[src/rtl/tiny_console_tx_pkg.sv]
// Shared definitions for the console output stage.
//   - serialiser FSM state encoding
//   - default display-window constants
//   - window-membership helper used by the write snooper
package tiny_console_tx_pkg;

  typedef enum logic [1:0] {
    ST_IDLE  = 2'd0,
    ST_START = 2'd1,
    ST_DATA  = 2'd2,
    ST_STOP  = 2'd3
  } con_state_e;

  localparam logic [7:0] CON_WIN_BASE = 8'd0;
  localparam int         CON_WIN_SIZE = 32;

  // Window is [base, base+size) evaluated in int so it never wraps past 255.
  function automatic logic in_window(input logic [7:0] addr,
                                     input logic [7:0] base,
                                     input int         size);
    return (int'(addr) >= int'(base)) && (int'(addr) < int'(base) + size);
  endfunction

endpackage

[src/rtl/tiny_console_tx_if.sv]
// Snooped TINYCPU RAM write bus.
//   ram_addr : 8-bit RAM address
//   ram_wdat : 8-bit write data
//   ram_wr_  : write strobe, active low
// master = CPU side (drives), slave = observers (console tx).
interface tiny_console_tx_if;
  logic [7:0] ram_addr;
  logic [7:0] ram_wdat;
  logic       ram_wr_;

  modport master (output ram_addr, output ram_wdat, output ram_wr_);
  modport slave  (input  ram_addr, input  ram_wdat, input  ram_wr_);
endinterface

[src/rtl/tiny_sync_fifo.sv]
// Single-clock circular FIFO.
//   i_clk/i_rst : clock, synchronous active-high reset
//   i_push/i_din: write request and data (ignored when full unless popping)
//   i_pop       : read request (ignored when empty); o_dout shows the head
//   o_full/o_empty/o_count : occupancy status
// A push while full is accepted when a pop happens at the same edge, since
// the slot being freed is the one the write pointer lands on.
module tiny_sync_fifo #(
  parameter int WIDTH = 8,
  parameter int DEPTH = 8
) (
  input  logic                   i_clk,
  input  logic                   i_rst,
  input  logic                   i_push,
  input  logic                   i_pop,
  input  logic [WIDTH-1:0]       i_din,
  output logic [WIDTH-1:0]       o_dout,
  output logic                   o_full,
  output logic                   o_empty,
  output logic [$clog2(DEPTH):0] o_count
);
  localparam int AW = $clog2(DEPTH);

  logic [WIDTH-1:0] r_mem [DEPTH];
  logic [AW-1:0]    r_wptr, r_rptr;
  logic [AW:0]      r_count;
  logic             w_push, w_pop;

  assign o_full  = (r_count == (AW+1)'(DEPTH));
  assign o_empty = (r_count == '0);
  assign o_count = r_count;
  assign o_dout  = r_mem[r_rptr];

  assign w_pop  = i_pop && !o_empty;
  assign w_push = i_push && (!o_full || w_pop);

  always_ff @(posedge i_clk) begin
    if (i_rst) begin
      r_wptr  <= '0;
      r_rptr  <= '0;
      r_count <= '0;
    end else begin
      if (w_push) r_wptr <= r_wptr + AW'(1);
      if (w_pop)  r_rptr <= r_rptr + AW'(1);
      case ({w_push, w_pop})
        2'b10:   r_count <= r_count + (AW+1)'(1);
        2'b01:   r_count <= r_count - (AW+1)'(1);
        default: r_count <= r_count;
      endcase
    end
  end

  always_ff @(posedge i_clk) begin
    if (w_push) r_mem[r_wptr] <= i_din;
  end

endmodule

[src/rtl/tiny_console_tx.sv]
// Console output stage: snoops CPU RAM writes into the display window,
// buffers the bytes and shifts them out as 8N1 serial frames.
//   clk, rst  : clock, synchronous active-high reset
//   bus       : snooped RAM write bus (slave modport, never driven)
//   tx        : serial line, idle high
//   busy      : frame in flight or characters queued
//   fifo_full : character FIFO full
//   drop_cnt  : in-window writes lost to a full FIFO, saturating at 255
module tiny_console_tx
  import tiny_console_tx_pkg::*;
#(
  parameter logic [7:0] WIN_BASE     = CON_WIN_BASE,
  parameter int         WIN_SIZE     = CON_WIN_SIZE,
  parameter int         FIFO_DEPTH   = 8,
  parameter int         CLKS_PER_BIT = 4
) (
  input  logic                   clk,
  input  logic                   rst,
  tiny_console_tx_if.slave       bus,
  output logic                   tx,
  output logic                   busy,
  output logic                   fifo_full,
  output logic [7:0]             drop_cnt
);
  localparam int CW = $clog2(CLKS_PER_BIT);
  localparam int AW = $clog2(FIFO_DEPTH);

  con_state_e  r_state;
  logic [CW-1:0] r_bitcnt;
  logic [2:0]  r_bitidx;
  logic [7:0]  r_shreg;
  logic        r_tx, r_busy;
  logic [7:0]  r_drop;

  logic        w_seen, w_pop, w_drop, w_push_acc, w_bit_last;
  logic        w_empty, w_full;
  logic [7:0]  w_head;
  logic [AW:0] w_count, w_cnt_nxt;

  assign w_seen     = !bus.ram_wr_ && in_window(bus.ram_addr, WIN_BASE, WIN_SIZE);
  assign w_bit_last = (r_bitcnt == CW'(CLKS_PER_BIT-1));
  // Pop from IDLE, or on the last stop-bit cycle for gapless back-to-back frames.
  assign w_pop      = !w_empty && ((r_state == ST_IDLE) ||
                                   (r_state == ST_STOP && w_bit_last));
  assign w_drop     = w_seen && w_full && !w_pop;
  assign w_push_acc = w_seen && !w_drop;
  assign w_cnt_nxt  = w_count + (AW+1)'(w_push_acc) - (AW+1)'(w_pop);

  tiny_sync_fifo #(.WIDTH(8), .DEPTH(FIFO_DEPTH)) u_fifo (
    .i_clk   (clk),
    .i_rst   (rst),
    .i_push  (w_seen),
    .i_pop   (w_pop),
    .i_din   (bus.ram_wdat),
    .o_dout  (w_head),
    .o_full  (w_full),
    .o_empty (w_empty),
    .o_count (w_count)
  );

  assign tx        = r_tx;
  assign busy      = r_busy;
  assign fifo_full = w_full;
  assign drop_cnt  = r_drop;

  // busy is registered from the post-edge state/count so it lines up with tx.
  always_ff @(posedge clk) begin
    if (rst) begin
      r_state  <= ST_IDLE;
      r_bitcnt <= '0;
      r_bitidx <= '0;
      r_shreg  <= '0;
      r_tx     <= 1'b1;
      r_busy   <= 1'b0;
      r_drop   <= '0;
    end else begin
      if (w_drop && r_drop != 8'hFF) r_drop <= r_drop + 8'd1;
      r_busy <= (w_cnt_nxt != '0);
      case (r_state)
        ST_IDLE: begin
          r_tx <= 1'b1;
          if (w_pop) begin
            r_shreg  <= w_head;
            r_bitcnt <= '0;
            r_state  <= ST_START;
            r_tx     <= 1'b0;
            r_busy   <= 1'b1;
          end
        end
        ST_START: begin
          r_busy <= 1'b1;
          if (w_bit_last) begin
            r_bitcnt <= '0;
            r_bitidx <= '0;
            r_state  <= ST_DATA;
            r_tx     <= r_shreg[0];
          end else begin
            r_bitcnt <= r_bitcnt + CW'(1);
          end
        end
        ST_DATA: begin
          r_busy <= 1'b1;
          if (w_bit_last) begin
            r_bitcnt <= '0;
            if (r_bitidx == 3'd7) begin
              r_state <= ST_STOP;
              r_tx    <= 1'b1;
            end else begin
              r_bitidx <= r_bitidx + 3'd1;
              r_shreg  <= r_shreg >> 1;
              r_tx     <= r_shreg[1];
            end
          end else begin
            r_bitcnt <= r_bitcnt + CW'(1);
          end
        end
        ST_STOP: begin
          if (w_bit_last) begin
            r_bitcnt <= '0;
            if (w_pop) begin
              r_shreg <= w_head;
              r_state <= ST_START;
              r_tx    <= 1'b0;
              r_busy  <= 1'b1;
            end else begin
              r_state <= ST_IDLE;
              r_tx    <= 1'b1;
            end
          end else begin
            r_bitcnt <= r_bitcnt + CW'(1);
            r_busy   <= 1'b1;
          end
        end
        default: r_state <= ST_IDLE;
      endcase
    end
  end

endmodule

[src/flat_wrapper.sv]
// flat-port wrapper written by rule: the top's interface ports become plain ports
module tiny_console_tx_flat import tiny_console_tx_pkg::*;
#(
  parameter logic [7:0] WIN_BASE     = CON_WIN_BASE,
  parameter int         WIN_SIZE     = CON_WIN_SIZE,
  parameter int         FIFO_DEPTH   = 8,
  parameter int         CLKS_PER_BIT = 4
)
  (clk, rst, tx, busy, fifo_full, drop_cnt, bus_ram_addr, bus_ram_wdat, bus_ram_wr_);
  tiny_console_tx_if bus_i ();
  input  logic clk;
  input  logic rst;
  output logic tx;
  output logic busy;
  output logic fifo_full;
  output logic [7:0] drop_cnt;
  input wire logic [$bits(bus_i.ram_addr)-1:0] bus_ram_addr;
  input wire logic [$bits(bus_i.ram_wdat)-1:0] bus_ram_wdat;
  input wire logic [$bits(bus_i.ram_wr_)-1:0] bus_ram_wr_;
  assign bus_i.ram_addr = bus_ram_addr;
  assign bus_i.ram_wdat = bus_ram_wdat;
  assign bus_i.ram_wr_ = bus_ram_wr_;
  tiny_console_tx #(.WIN_BASE(WIN_BASE), .WIN_SIZE(WIN_SIZE), .FIFO_DEPTH(FIFO_DEPTH), .CLKS_PER_BIT(CLKS_PER_BIT)) u_core (.clk(clk), .rst(rst), .bus(bus_i), .tx(tx), .busy(busy), .fifo_full(fifo_full), .drop_cnt(drop_cnt));
endmodule
[config.mk]
export PLATFORM = sky130hd
export DESIGN_NAME = tiny_console_tx_flat
export DESIGN_NICKNAME = d
export VERILOG_FILES = /design/src/rtl/tiny_console_tx_pkg.sv /design/src/rtl/tiny_console_tx_if.sv /design/src/rtl/tiny_sync_fifo.sv /design/src/rtl/tiny_console_tx.sv /design/src/flat_wrapper.sv
export SDC_FILE = /design/constraint.sdc
export NUM_CORES = 1
export LEC_CHECK = 0
export CAP_MARGIN = 15
export CORE_MARGIN = 2
export CORE_UTILIZATION = 55
export CTS_CLUSTER_SIZE = 14
export DETAILED_ROUTE_END_ITERATION = 7
export PLACE_DENSITY = 0.87
export SYNTH_ARGS = -nofsm -noshare
export SYNTH_HDL_FRONTEND = slang
export SYNTH_SLANG_ARGS = --single-unit
[constraint.sdc]
create_clock -name clk -period 6.8 [get_ports clk]
set_input_delay 0.68 -clock clk [delete_from_list [all_inputs] [get_ports clk]]
set_output_delay 0.68 -clock clk [all_outputs]
set_load 0.1 [all_outputs]
== Word-level counts from Yosys, hierarchy flattened ==
Memories as Yosys holds them, arrays and structs flattened. A register that Yosys moved wholly into a read port is not among the register bits.
Cells that the tools add are included.

* Bits in writable memories: 64
* Memories: 1
* Word-level logic and storage cells: 97
* Input port bits: 19
* Bits in registers: 35

{| class="wikitable"
|+ Memory list
! memory !! depth !! width !! read ports !! clocked after memory_dff !! write ports !! line !! source
|-
| u_core.u_fifo.r_mem || 8 || 8 || 1 || 1 || 1 || tiny_sync_fifo.sv:24 || <nowiki>logic [WIDTH-1:0] r_mem [DEPTH];</nowiki>
|}

* Order comparisons: 1
* Multiplexer cells: 33
* Equal/unequal tests: 15
* Reduce and logical (&&, ||, !) cells: 28
* $add $sub $neg: 9

{| class="wikitable"
|+ Operators by type and width
! kind !! count
|-
| 8-bit two-way mux || 4
|-
| 8-bit one-hot mux with 3 select lines || 1
|-
| 3-bit two-way mux || 5
|-
| 2-bit two-way mux || 7
|-
| 1-bit two-way mux || 10
|-
| 3-bit by 1-bit adder with 3-bit output (second input constant) || 3
|-
| 1-bit logical AND || 9
|-
| 8-bit by 1-bit adder with 8-bit output (second input constant) || 1
|-
| 2-bit == test (second input constant) || 4
|-
| 8-bit by 6-bit < comparator with 1-bit output (second input constant) || 1
|-
| 2-bit by 1-bit != test with 1-bit output (second input constant) || 4
|-
| 8-bit != test (second input constant) || 1
|-
| 2-bit one-hot mux with 4 select lines || 1
|-
| 4-bit one-hot mux with 2 select lines || 1
|-
| 4-bit AND reduction || 2
|-
| 3-bit one-hot mux with 2 select lines || 1
|-
| 1-bit logical NOT || 5
|-
| 5-bit AND reduction || 1
|-
| 4-bit by 1-bit adder with 4-bit output || 1
|-
| 4-bit by 1-bit adder with 4-bit output (second input constant) || 1
|-
| 2-bit by 1-bit == test with 1-bit output (second input constant) || 2
|-
| 4-bit == test (second input constant) || 1
|-
| 4-bit logical NOT || 1
|-
| 2-bit != test (second input constant) || 2
|-
| other kinds (15) || 17
|}

== Logic depth before layout (Yosys ltp) ==
Gate-level depths: netlist (run 1).

* Word-level depth: 14
* Depth in mapped cells: 14

== Modules after synthesis ==
Synthesis (run 1) repeated with hierarchy kept, for this count alone.

* Cells, all modules: 343
* Area total of the unflattened synthesis: 4709.5 um^2

{| class="wikitable"
|+ By module, submodules not included
! module !! area an instance (um^2) !! times used !! cells each
|-
| tiny_sync_fifo || 3203.1 || 1 || 176
|-
| tiny_console_tx || 1506.4 || 1 || 167
|}

== Worst setup path before layout (run 1) ==
Ideal clock, no wire load.

* Path kind: flip-flop to flip-flop
* From: register u_core.u_fifo.r_count[2], in the netlist u_core.u_fifo.o_count[2]
* To: register u_core.u_fifo.r_count[3], in the netlist u_core.u_fifo.o_count[3]
* Arrival: 3878 ps
* Cell stages (with the launch flop): 12
* Clock period less this slack: 3998 ps
* Path buffers: 0
* Setup slack: 2802 ps
* Library setup time: 121 ps
* Path through: dfxtp_1 > inv_1 > ha_1 > nor3b_2 > o21ai_0 > nand2_1 > ha_1 > ha_1 > a21o_1 > a21oi_1 > mux2i_1 > mux2_2

{| class="wikitable"
|+ RTL lines
! what !! line !! source
|-
| from (decl) || tiny_sync_fifo.sv:26 || <nowiki>logic [AW:0] r_count;</nowiki>
|-
| from (signal assigned) || tiny_sync_fifo.sv:46 || <nowiki>2'b10: r_count <= r_count + (AW+1)'(1);</nowiki>
|-
| from (signal assigned) || tiny_sync_fifo.sv:47 || <nowiki>2'b01: r_count <= r_count - (AW+1)'(1);</nowiki>
|-
| from (signal assigned) || tiny_sync_fifo.sv:48 || <nowiki>default: r_count <= r_count;</nowiki>
|-
| 4-bit == test (*) || tiny_sync_fifo.sv:29 || <nowiki>assign o_full = (r_count == (AW+1)'(DEPTH));</nowiki>
|-
| via fifo_full || flat_wrapper.sv:15 || <nowiki>output logic fifo_full;</nowiki>
|-
| 1-bit logical NOT (*) || tiny_sync_fifo.sv:35 || <nowiki>assign w_push = i_push && (!o_full || w_pop);</nowiki>
|-
| 1-bit logical OR (*) || tiny_sync_fifo.sv:35 ||
|-
| 1-bit logical AND (*) || tiny_sync_fifo.sv:35 ||
|-
| 2-bit by 1-bit == test with 1-bit output / 2-bit == test (equally long branches) || tiny_sync_fifo.sv:45 || <nowiki>case ({w_push, w_pop})</nowiki>
|-
| 4-bit one-hot mux with 2 select lines / 2-bit nonzero test (equally long branches) || - ||
|}

The timed path passes the listed nets; every way through them passes the cells marked *.
A chain may end at the register's enable or synchronous reset.

== Worst setup path in the final report (run 1) ==
* From: register u_core.r_bitcnt[0]
* To: register u_core.u_fifo.r_count[3], in the netlist u_core.u_fifo.o_count[3]

* Longest elaborated chain between the ends: 9

{| class="wikitable"
|+ RTL lines
! what !! line !! source
|-
| from (decl) || tiny_console_tx.sv:29 || <nowiki>logic [CW-1:0] r_bitcnt;</nowiki>
|-
| from (signal assigned) || tiny_console_tx.sv:98 || <nowiki>r_bitcnt <= r_bitcnt + CW'(1);</nowiki>
|-
| from (signal assigned) || tiny_console_tx.sv:114 || <nowiki>r_bitcnt <= r_bitcnt + CW'(1);</nowiki>
|-
| from (signal assigned) || tiny_console_tx.sv:130 || <nowiki>r_bitcnt <= r_bitcnt + CW'(1);</nowiki>
|-
| 2-bit == test (*) || tiny_console_tx.sv:41 || <nowiki>assign w_bit_last = (r_bitcnt == CW'(CLKS_PER_BIT-1));</nowiki>
|-
| 1-bit logical AND (*) || tiny_console_tx.sv:44 || <nowiki>(r_state == ST_STOP && w_bit_last));</nowiki>
|-
| 1-bit logical OR (*) || tiny_console_tx.sv:43 || <nowiki>assign w_pop = !w_empty && ((r_state == ST_IDLE) ||</nowiki>
|-
| 1-bit logical AND (*) || tiny_console_tx.sv:43 ||
|-
| 1-bit logical AND (*) || tiny_sync_fifo.sv:34 || <nowiki>assign w_pop = i_pop && !o_empty;</nowiki>
|-
| 1-bit logical OR || tiny_sync_fifo.sv:35 ||
|-
| 1-bit logical AND || tiny_sync_fifo.sv:35 ||
|-
| 2-bit by 1-bit == test with 1-bit output / 2-bit == test (equally long branches) || tiny_sync_fifo.sv:45 ||
|-
| 4-bit one-hot mux with 2 select lines / 2-bit nonzero test (equally long branches) || - ||
|}

Mark *: on every way between the ends. The rest lies on a longest branch, timed or not.

==> results of run 1 <==
## layer usage
metal / up-vias / GRT usage
li1: 1454 / -
met1: 1477 / 0.244
met2: 74 / 0.350
met3: 10 / 0.0478
met4: 0 / 0.0583
met5: - / 0
## per-stage QoR
step	power, mW	setup WS (ns)	instances	hold slack, ns	utilization
2_1_floorplan	1.16	2.80	368	0.436	-
3_3_place_gp	1.25	3.38	488	0.443	0.613
3_5_place_dp	1.27	3.34	488	0.459	0.613
4_1_cts	1.64	3.56	504	0.472	0.637
5_1_grt	1.74	3.25	505	0.493	0.640
6_report	1.64	3.51	505	0.470	0.640
## registers in the layout, summed over array words and instances, names as in the netlist, named ones only
name / cells
u_core.busy: 1
u_core.drop_cnt: 8
u_core.r_bitcnt: 2
u_core.r_bitidx: 3
u_core.r_shreg: 8
u_core.r_state: 2
u_core.tx: 1
u_core.u_fifo.o_count: 4
u_core.u_fifo.r_mem: 64
u_core.u_fifo.r_rptr: 3
u_core.u_fifo.r_wptr: 3
## cell families after synthesis
group / count (synthesis) / synth area share
buf+inv: 30 / 0.0262
xor+xnor: 5 / 0.00935
compound gates: 73 / 0.103
fa+ha+maj: 21 / 0.0593
flops: 102 / 0.573
simple gates: 109 / 0.126
mux: 28 / 0.103
## Yosys cell counts (7+ instances only)
master / count / area (sq um)
mux2i_1: 9 / 90.1
nand3_1: 10 / 50.1
dfxtp_1: 38 / 761
nor2_1: 30 / 113
clkbuf_1: 8 / 30.0
mux4_2: 16 / 360
inv_1: 15 / 56.3
edfxtp_1: 64 / 1920
nor3_1: 7 / 35.0
nand3b_1: 7 / 52.6
a21oi_1: 27 / 135
ha_1: 19 / 238
nand2_1: 21 / 78.8
o21ai_0: 13 / 65.1
a211o_1: 7 / 61.3
## report_power, final
| group | total, mW | internal, mW | switching (mW) |
|---|---|---|---|
| Sequential | 0.762 | 0.708 | 0.0540 |
| Combinational | 0.512 | 0.215 | 0.297 |
| Clock | 0.367 | 0.145 | 0.223 |
## critical path: cells and delay by family (launching register included)
family	cells	cell delay [ns]
compound gates	4	1.03
fa+ha+maj	3	0.99
mux	2	0.59
flops	1	0.36
simple gates	1	0.22
## final cells by class
class / instances / area [sq um]
inverter: 15 / 56.3
timing repair buffer: 31 / 313
multi-input combinational: 236 / 1880
tap: 105 / 131
sequential: 102 / 2680
fill: 565 / 2960
clock inverter: 7 / 73.8
clock buffer: 9 / 124
## worst paths after layout
check                                        from  depth (start not counted)                                    end
setup / recovery  u_core.r_bitcnt[0]$_SDFFE_PP0N_                         10  u_core.u_fifo.o_count[3]$_SDFFE_PP0P_
hold / removal    u_core.r_bitcnt[1]$_SDFFE_PP0N_                          2        u_core.r_bitcnt[1]$_SDFFE_PP0N_
setup reg to reg  u_core.r_bitcnt[0]$_SDFFE_PP0N_                         10  u_core.u_fifo.o_count[3]$_SDFFE_PP0P_
hold reg to reg   u_core.r_bitcnt[1]$_SDFFE_PP0N_                          2        u_core.r_bitcnt[1]$_SDFFE_PP0N_
==> results.md, run 1 <==
* Clock Tree Buf Depth at 2
* Detailed Place HPWL at slightly below 6000 um
* Fin. Hold Viols at 0
* Hold buffers post-CTS at 0
* Async set or reset register ratio after synthesis at 0
* Period utilization at 0.484
* Library cells used by synthesis at 51
* GRT overflow at 0
* Die area at approximately 0.0093 sq mm
* Setup TNS Final at 0 ns
* Wire length per cell at around 17 um
* Max Used Layer: met4
* Fin crit period at between 3 and 4 ns
* Most frequent cells in the layout: 64 x edfxtp_1, 38 x dfxtp_1, 30 x nor2_1, 27 x a21oi_1, 24 x clkdlybuf4s50_1
* Leak at about 1.8 nW
* Drt pass-1 iters at 4
* Average vias per placed instance at between 5 and 6
* Hold Crit Class: register to register
* Synthesized cell area at between 0.004 and 0.005 sq mm
* Peak VDD IR at 229 uV
* Layout cell share with drive strength beyond 1 at 0.125
* DRT iter0 DRCs at 180
* Unrepaired setup endpoints after global routing: no
* Antenna diodes at 0
* Post-synthesis sequential area ratio at 0.573
* First-pass GRT wire length at 13600 um
* Met3 wire length at between 400 and 500 um
* Die Y at about 96 um
* # IOs at 30
* Placed inst area at 0.00503 sq mm
* Prevailing post-synth register cell: edfxtp_1
* Via count at roughly 3000
* CTS tree: done
* Layout net count at 435
* Post-Synthesis Cells at about 370
* Critical path's most frequent cell: ha_1
* Max-slew violation count at 0
* H-Tree Depth at 3
* Critical path class: register to register
* Pwr dens at ~310 mW/mm^2
* Register bit total from synthesis at between 100 and 150
* Fin Clk Skew at roughly 0.015 ns
* Slew HR at 0.345
* Initial antenna violation count at 0
* Rows at 33
* Synthesized Nets at roughly 410
* Worst Path Max Fanout at 12
* GRT Overall Usage at 0.199
* Commonest non-fill, non-tap cell in the layout: edfxtp_1
* Area delta synth->final at 12.3%
* Least-Margin Pin Slew at 0.979 ns
* I/O Buffers at 24
* CP required at approximately 7.1 ns
* Vias in the first global route at between 2000 and 3000
* YS warnings at 0
* M1 wire length at between 3000 and 4000 um
* Die X at 96.3 um
* FMAX at between 300 and 400 MHz
* Critical Path Max Stage Delay at 0.46 ns
* CTS-repair resized insts at 0
* CTS Sinks at 102
* Final Cell Area at around 0.0053 sq mm
* CTS buffer count at 9
* R2R setup slack at approximately 3.5 ns
* Post-Syn Area per Cell at around 13 sq um
* Startpoint type of the worst setup path: register
* Core footprint at just over 0.008 sq mm
* WP data arrival at between 3 and 4 ns
* Crit end category: register
* Outcome: complete, no violations
* Initial Util at 0.570
* DRT Wirelength at approximately 8600 um
* Setup Viol. Count Final at 0
* Met2 wire length at around 4400 um
* Worst-path cell chain: ha_1, a21oi_1, o21ai_0, nand2_1, ha_1, ha_1, a21o_1, a21oi_1, mux2i_1, mux2_2
* Clk_lat worst skew at 0.37 ns
* Post-synth EDFFs at 64
* Pin count of the biggest net entering global routing at 33
* Residual DRC at 0
* Final ANT Viol Nets at 0
* Slowest-stage cell, CP: o21ai_0
* Post-CTS setup buffers at 0
* Worst-path clk slew at 0.11 ns
* Maxcap violations at 0
* Gpl congestion at roughly 0.78
* Clk root buf: clkbuf_8
Note: power is estimated with default switching activity, not from simulation.
==> run 2, diff against run 1 <==
--- a/config.mk
+++ b/config.mk
@@ -7,7 +7,7 @@
 export LEC_CHECK = 0
 export CAP_MARGIN = 15
 export CORE_MARGIN = 2
-export CORE_UTILIZATION = 55
+export CORE_UTILIZATION = 53
 export CTS_CLUSTER_SIZE = 14
 export DETAILED_ROUTE_END_ITERATION = 7
 export PLACE_DENSITY = 0.87
==> constraint.sdc (replaced) <==
create_clock -name clk -period 2.9 [get_ports clk]
set_input_delay 0.29 -clock clk [delete_from_list [all_inputs] [get_ports clk]]
set_output_delay 0.29 -clock clk [all_outputs]
set_load 0.1 [all_outputs]
==> results.md, run 2 (synthesized netlist as in run 1, its figures left out) <==
* Max FFs per register at 64
* Least-Margin Pin Slew at 0.766 ns
* CTS tree: done
* Via count at 3153
* Max-slew violation count at 0
* Hold Path End: u_core.r_bitcnt[1]$_SDFFE_PP0N_
* Clock Tree Buf Depth at 2
* Worst-path cell chain: inv_1, ha_2, nor3b_2, o21ai_2, nand2_2, ha_4, ha_4, a21o_1, a21oi_2, mux2i_1, mux2_2
* Clk_lat worst skew at 0.37 ns
* Leak at about 1.9 nW
* Critical Path Max Stage Delay at 0.45 ns
* Area delta synth->final at 15.9%
* Multi-input gate area at roughly 0.002 sq mm
* Fin Hold WS at 0.479 ns
* Die X at a little under 100 um
* Post-layout util at 0.628
* Rows at 34
* GRT Overall Usage at 0.193
* Peak VDD IR at 368 uV
* Layout net count at approximately 450
* Fin crit period at 2.78 ns
* Slowest-stage cell, CP: nor3b_2
* Residual DRC at 0
* Final ANT Viol Nets at 0
* Wire length per cell at 17.4 um
* Critical path's most frequent cell: ha_4
* Crit end category: register
* Gpl congestion at between 0.8 and 0.9
* CTS buffer count at 9
* CP Buf/Inv Count at 1
* Worst-path clk slew at between 0.1 and 0.15 ns
* FMAX at around 360 MHz
* Critical path class: register to register
* Largest register by flop count: u_core.u_fifo.r_mem
* Register Area at between 0.002 and 0.003 sq mm
* I/O Buffers at 24
* Clk root buf: clkbuf_8
* Average vias per placed instance at between 6 and 7
* Fin. Hold Viols at 0
* DRT Wirelength at about 9100 um
* Hold Path Depth at 2
* Initial antenna violation count at 0
* CP required at between 3 and 4 ns
* Worst Path Max Fanout at 6
* Hold Crit Class: register to register
* DRT iter0 DRCs at 204
* WP data arrival at about 3.1 ns
* R2R setup slack at between 0.1 and 0.15 ns
* Reg2reg end: u_core.u_fifo.o_count[3]$_SDFFE_PP0P_
* Commonest non-fill, non-tap cell in the layout: edfxtp_1
* Worst R2R Start: u_core.u_fifo.o_count[3]$_SDFFE_PP0P_
* CTS Sinks at a little over 100
* Pwr dens at 748 mW/mm^2
* GRT overflow at 0
* Top cell family by delay on the critical path: simple AND/OR/NAND/NOR gates
* Fin Clk Skew at about 0.012 ns
* Startpoint type of the worst setup path: register
* Maxcap violations at 0
* Die Y at 98 um
* Slew HR at 0.489
* Antenna diodes at 0
* Die area at slightly below 0.01 sq mm
* Layout cell share with drive strength beyond 1 at 0.233
* Setup Viol. Count Final at 0
* R2R cell count at 11
* Drt pass-1 iters at 4
* # IOs at 30
* Fillers at ~630
* Vias in the first global route at 3027
* H-Tree Depth at 3
* Most frequent cells in the layout: 64 x edfxtp_1, 34 x dfxtp_1, 34 x buf_4, 30 x nor2_1, 26 x a21oi_1
* Initial Util at 0.542
* Detailed Place HPWL at between 6000 and 7000 um
* Pin count of the biggest net entering global routing at 22
* Period utilization at 0.960
* First-pass GRT wire length at approximately 15000 um
* Core footprint at 0.00864 sq mm
* Hold path start: u_core.r_bitcnt[1]$_SDFFE_PP0N_
* Outcome: complete, no violations
run 2: changes by cell type in the layout (fill, tap and decap cells not counted), moves of 4 or more:
cell,previous run,this run
inv_2,0,4
clkdlybuf4s50_1,24,13
ha_1,19,13
dfxtp_1,38,34
buf_4,6,34
inv_1,15,11
dfxtp_2,0,4
run 2: metal layers:
metal,wire (um),track usage,vias up
met5,0,0,-
met4,133,0.0726,0
met3,430,0.0279,12
met2,4810,0.340,92
met1,3750,0.242,1561
li1,-,-,1488
run 2: repair_timing:
action                     in CTS  in global routing
setup buffers                   0                  1
hold buffers                    0                  0
setup endpoints to repair       0                  1
gates resized for setup         0                 14
run 2: worst max-delay path by stage:
stage | startpoint | endpoint | slack [ns] | cells past startpoint
3_5_place_dp | bus_ram_addr[6] | u_core.busy$_SDFF_PP0_ | 0.001 | 11
2_1_floorplan | u_core.u_fifo.o_count[2]$_SDFFE_PP0P_ | u_core.u_fifo.o_count[3]$_SDFFE_PP0P_ | -0.15 | 11
6_report | u_core.u_fifo.o_count[3]$_SDFFE_PP0P_ | u_core.u_fifo.o_count[3]$_SDFFE_PP0P_ | 0.12 | 11
3_3_place_gp | bus_ram_addr[6] | u_core.busy$_SDFF_PP0_ | 0.08 | 11
5_1_grt | u_core.u_fifo.o_count[3]$_SDFFE_PP0P_ | u_core.busy$_SDFF_PP0_ | -0.02 | 13
4_1_cts | u_core.u_fifo.o_count[2]$_SDFFE_PP0P_ | u_core.busy$_SDFF_PP0_ | 0.03 | 13
run 2: worst min-delay path, stage by stage (launching register included):
cell,delay [ns]
dfxtp_1,0.33
nand2_1,0.06
a21oi_1,0.05
run 2: cell type report:
cell class                      count  share of cell area
Clock inverter                      7              0.0152
Clock buffer                        9              0.0228
Multi-Input combinational cell    236               0.360
Tap cell                          108              0.0249
Timing Repair Buffer               47              0.0710
Sequential cell                   102               0.495
Inverter                           15              0.0104
run 2: report_power, final:
part           leakage (nW)  total (mW)  switching [mW]  internal (mW)
Sequential            0.886        1.77           0.107           1.66
Combinational         0.904        1.39           0.795          0.597
Clock                 0.101       0.894           0.547          0.347
run 2: per-stage QoR:
| stage | cell area, sq um | setup TNS [ns] | std cells | setup WS (ns) | power (mW) |
|---|---|---|---|---|---|
| global placement | 5190 | 0 | 507 | 0.0805 | 3.04 |
| detailed placement | 5190 | 0 | 507 | 0.00103 | 3.11 |
| global route | 5430 | -0.0187 | 524 | -0.0187 | 4.27 |
| CTS | 5390 | 0 | 523 | 0.0288 | 4.01 |
| floorplan | 4740 | -0.186 | 368 | -0.146 | 2.77 |
| finish | 5430 | 0 | 524 | 0.115 | 4.06 |
==> variant (config.mk and constraints of run 2) <==
Put one more register stage on the output `drop_cnt`, without a reset. The value now appears one clock later. The other outputs are not delayed to match.
--- a/src/rtl/tiny_console_tx.sv
+++ b/src/rtl/tiny_console_tx.sv
@@ -62,5 +62,7 @@
   assign busy      = r_busy;
   assign fifo_full = w_full;
-  assign drop_cnt  = r_drop;
+  always_ff @(posedge clk) begin
+    drop_cnt <= r_drop;
+  end
 
   // busy is registered from the post-edge state/count so it lines up with tx.
Formal check against the unedited RTL: no difference found for any inputs over 10 cycles, from zero or initial values and one cycle with rst high; that may be too few to reach the edited logic, so the function may still have changed.
==> variant against run 2 <==
Total power grew 12%; sequential cell count grew 8; non-clock buffer count increased by 3; area after synthesis rose by 0.91%; critical endpoint is now u_core.busy; sequential share of layout area increased by 2.5 points; combinational power grew 27%; routed wire length down 4.4%; setup slack better by 0.041 ns; final area is 0.71% higher; clock power is 7.7% higher.
==> variant: results (changes against run 2) <==
status finished, final reports clean; post-synth net total 392 (-3.9%); CTS H-Tree Depth 3 (unchanged); Yosys warning total 0 (unchanged); worst-path maximum fanout 3 (-3); root buf cell clkbuf_8; Post-synth ARST share 0% (unchanged); CP top delay family adder cells; CP startpoint kind flop; DRT iter0 DRCs 144 (-29%); reg-to-reg startpoint u_core.u_fifo.o_count[2]; # diodes 0 (unchanged); pin count of the biggest net entering global routing 25 (+14%); Leakage 1.92 nW (+1.4%); vias in the first global route 3117 (+3.0%); Cell variety after synth 59 (+16%); Synth area leaders edfxtp_1 (41%), dfxtp_1 (19%), mux4_2 (7.6%); Routed wire per std cell 17.0 um (-2.5%); register bank with the most flops u_core.u_fifo.r_mem; first-pass GRT wire length 14700 um (+1.1%); CTS buffer count 9 (unchanged); clk_lat worst skew 0.39 ns (+0.02 ns); antenna violations before repair 0 (unchanged); max reg flops 64 (unchanged); Max Buffers Root-to-Sink 2 (unchanged); Worst Path Arrival 2.99 ns (-0.06 ns); nets 441 (-2.2%); Peak VDD IR 383 uV (+4.2%); sequential area share after synthesis 60.2% (+2.9 points); CP peak stage delay ~0.46 ns; CTS clk-pin slew, worst paths 0.11 ns (about the same); Post-DP HPWL 5980 um (-3.3%); Post-Route WL 8730 um (-4.4%); Syn Inst Count 352 (-4.3%); gp weighted congestion 0.810 (-0.97%); port bufs 24 (unchanged); share of cells above drive strength 1 22.4% (-0.90 points); min-delay worst type flop to flop; drt first pass iters 5 (+1); hold_sp u_core.r_drop[1]; Tot GR Track Use 19.2% (-0.077 points); dpl ws -0.0617 ns (-0.0627 ns); Vias 3012 (-4.5%); EDFF count, synth 64 (unchanged); commonest cells in the netlist edfxtp_1 (64), dfxtp_1 (46), a21oi_1 (26), nor2_1 (22), inv_1 (20); Worst Tran Pin Value 0.717 ns (-0.0488 ns); placed insts 495 (-2.4%); Layout fillers 635 (+1.1%); clock skew 0.0205 ns (+0.00845 ns); initial core utilization 54.5% (+0.22 points); Slowest cell on crit path fa_1
==> variant: changes by cell type after synthesis, moves of 4 or more <==
cell / before / now
dfxtp_1: 38 / 46
nor2_1: 30 / 22
a211o_1: 7 / 0
mux2i_1: 9 / 2
nand2_1: 21 / 14
o22ai_1: 0 / 7
nand3b_1: 7 / 1
a22o_1: 2 / 7
inv_1: 15 / 20
o21ai_0: 13 / 9
or3_1: 6 / 2
==> variant: through the flow <==
stage	hold slack (ns)	cell area [um^2]
floorplan	0.359	4740
global placement	0.373	5200
detailed placement	0.381	5200
CTS	0.392	5430
global route	0.402	5470
finish	0.393	5470
==> variant: area by class of cell <==
class | instances | area, um^2 | share of cell area [%]
sequential | 110 | 2850 | 52.1
tap | 108 | 135 | 2.47
inverter | 21 | 91.3 | 1.67
clock inverter | 7 | 93.8 | 1.72
timing repair buffer | 50 | 408 | 7.46
multi-input combinational | 209 | 1770 | 32.3
clock buffer | 9 | 124 | 2.27
==> variant: logic make-up (layout without fill, tap and decap cells) <==
family	after synthesis	after routing	share of synthesized area (%)
buffers and inverters	33	87	2.91
AO/OA/AOI/OAI	73	73	10.8
multiplexers	21	21	8.76
adder cells (fa/ha/maj)	21	21	5.88
XOR/XNOR	5	5	0.927
flip-flops	110	110	60.2
AND/OR/NAND/NOR	89	89	10.5
==> variant: final timing paths <==
path                                            to  slack [ns]  cells past startpoint
worst max-delay path                   u_core.busy        0.16                     13
worst min-delay path            u_core.drop_cnt[1]        0.39                      0
worst max register to register         u_core.busy        0.16                     13
worst min register to register  u_core.drop_cnt[1]        0.39                      0
==> variant: timing repair <==
item,in CTS,in global routing
endpoints found under the hold margin,0,0
hold buffers,0,0
gates cloned,0,0
setup endpoints to repair,1,2
setup buffers,0,3
pin swaps,1,6
gates resized for setup,7,4
==> variant: routing by layer <==
| metal | vias up | track usage (%) | wire length, um |
|---|---|---|---|
| met5 | - | 0 | 0 |
| met1 | 1466 | 24.0 | 3710 |
| li1 | 1451 | - | - |
| met3 | 18 | 4.18 | 428 |
| met4 | 0 | 6.64 | 147 |
| met2 | 77 | 33.3 | 4440 |
==> variant: power by group <==
| group | total, W | leakage [nW] | internal, W | switching, W |
|---|---|---|---|---|
| combinational | 0.00176 | 0.858 | 0.000759 | 0.00100 |
| clock | 0.000963 | 0.109 | 0.000366 | 0.000597 |
| sequential | 0.00182 | 0.950 | 0.00175 | 0.0000764 |
| total | 0.00455 | 1.92 | 0.00287 | 0.00168 |
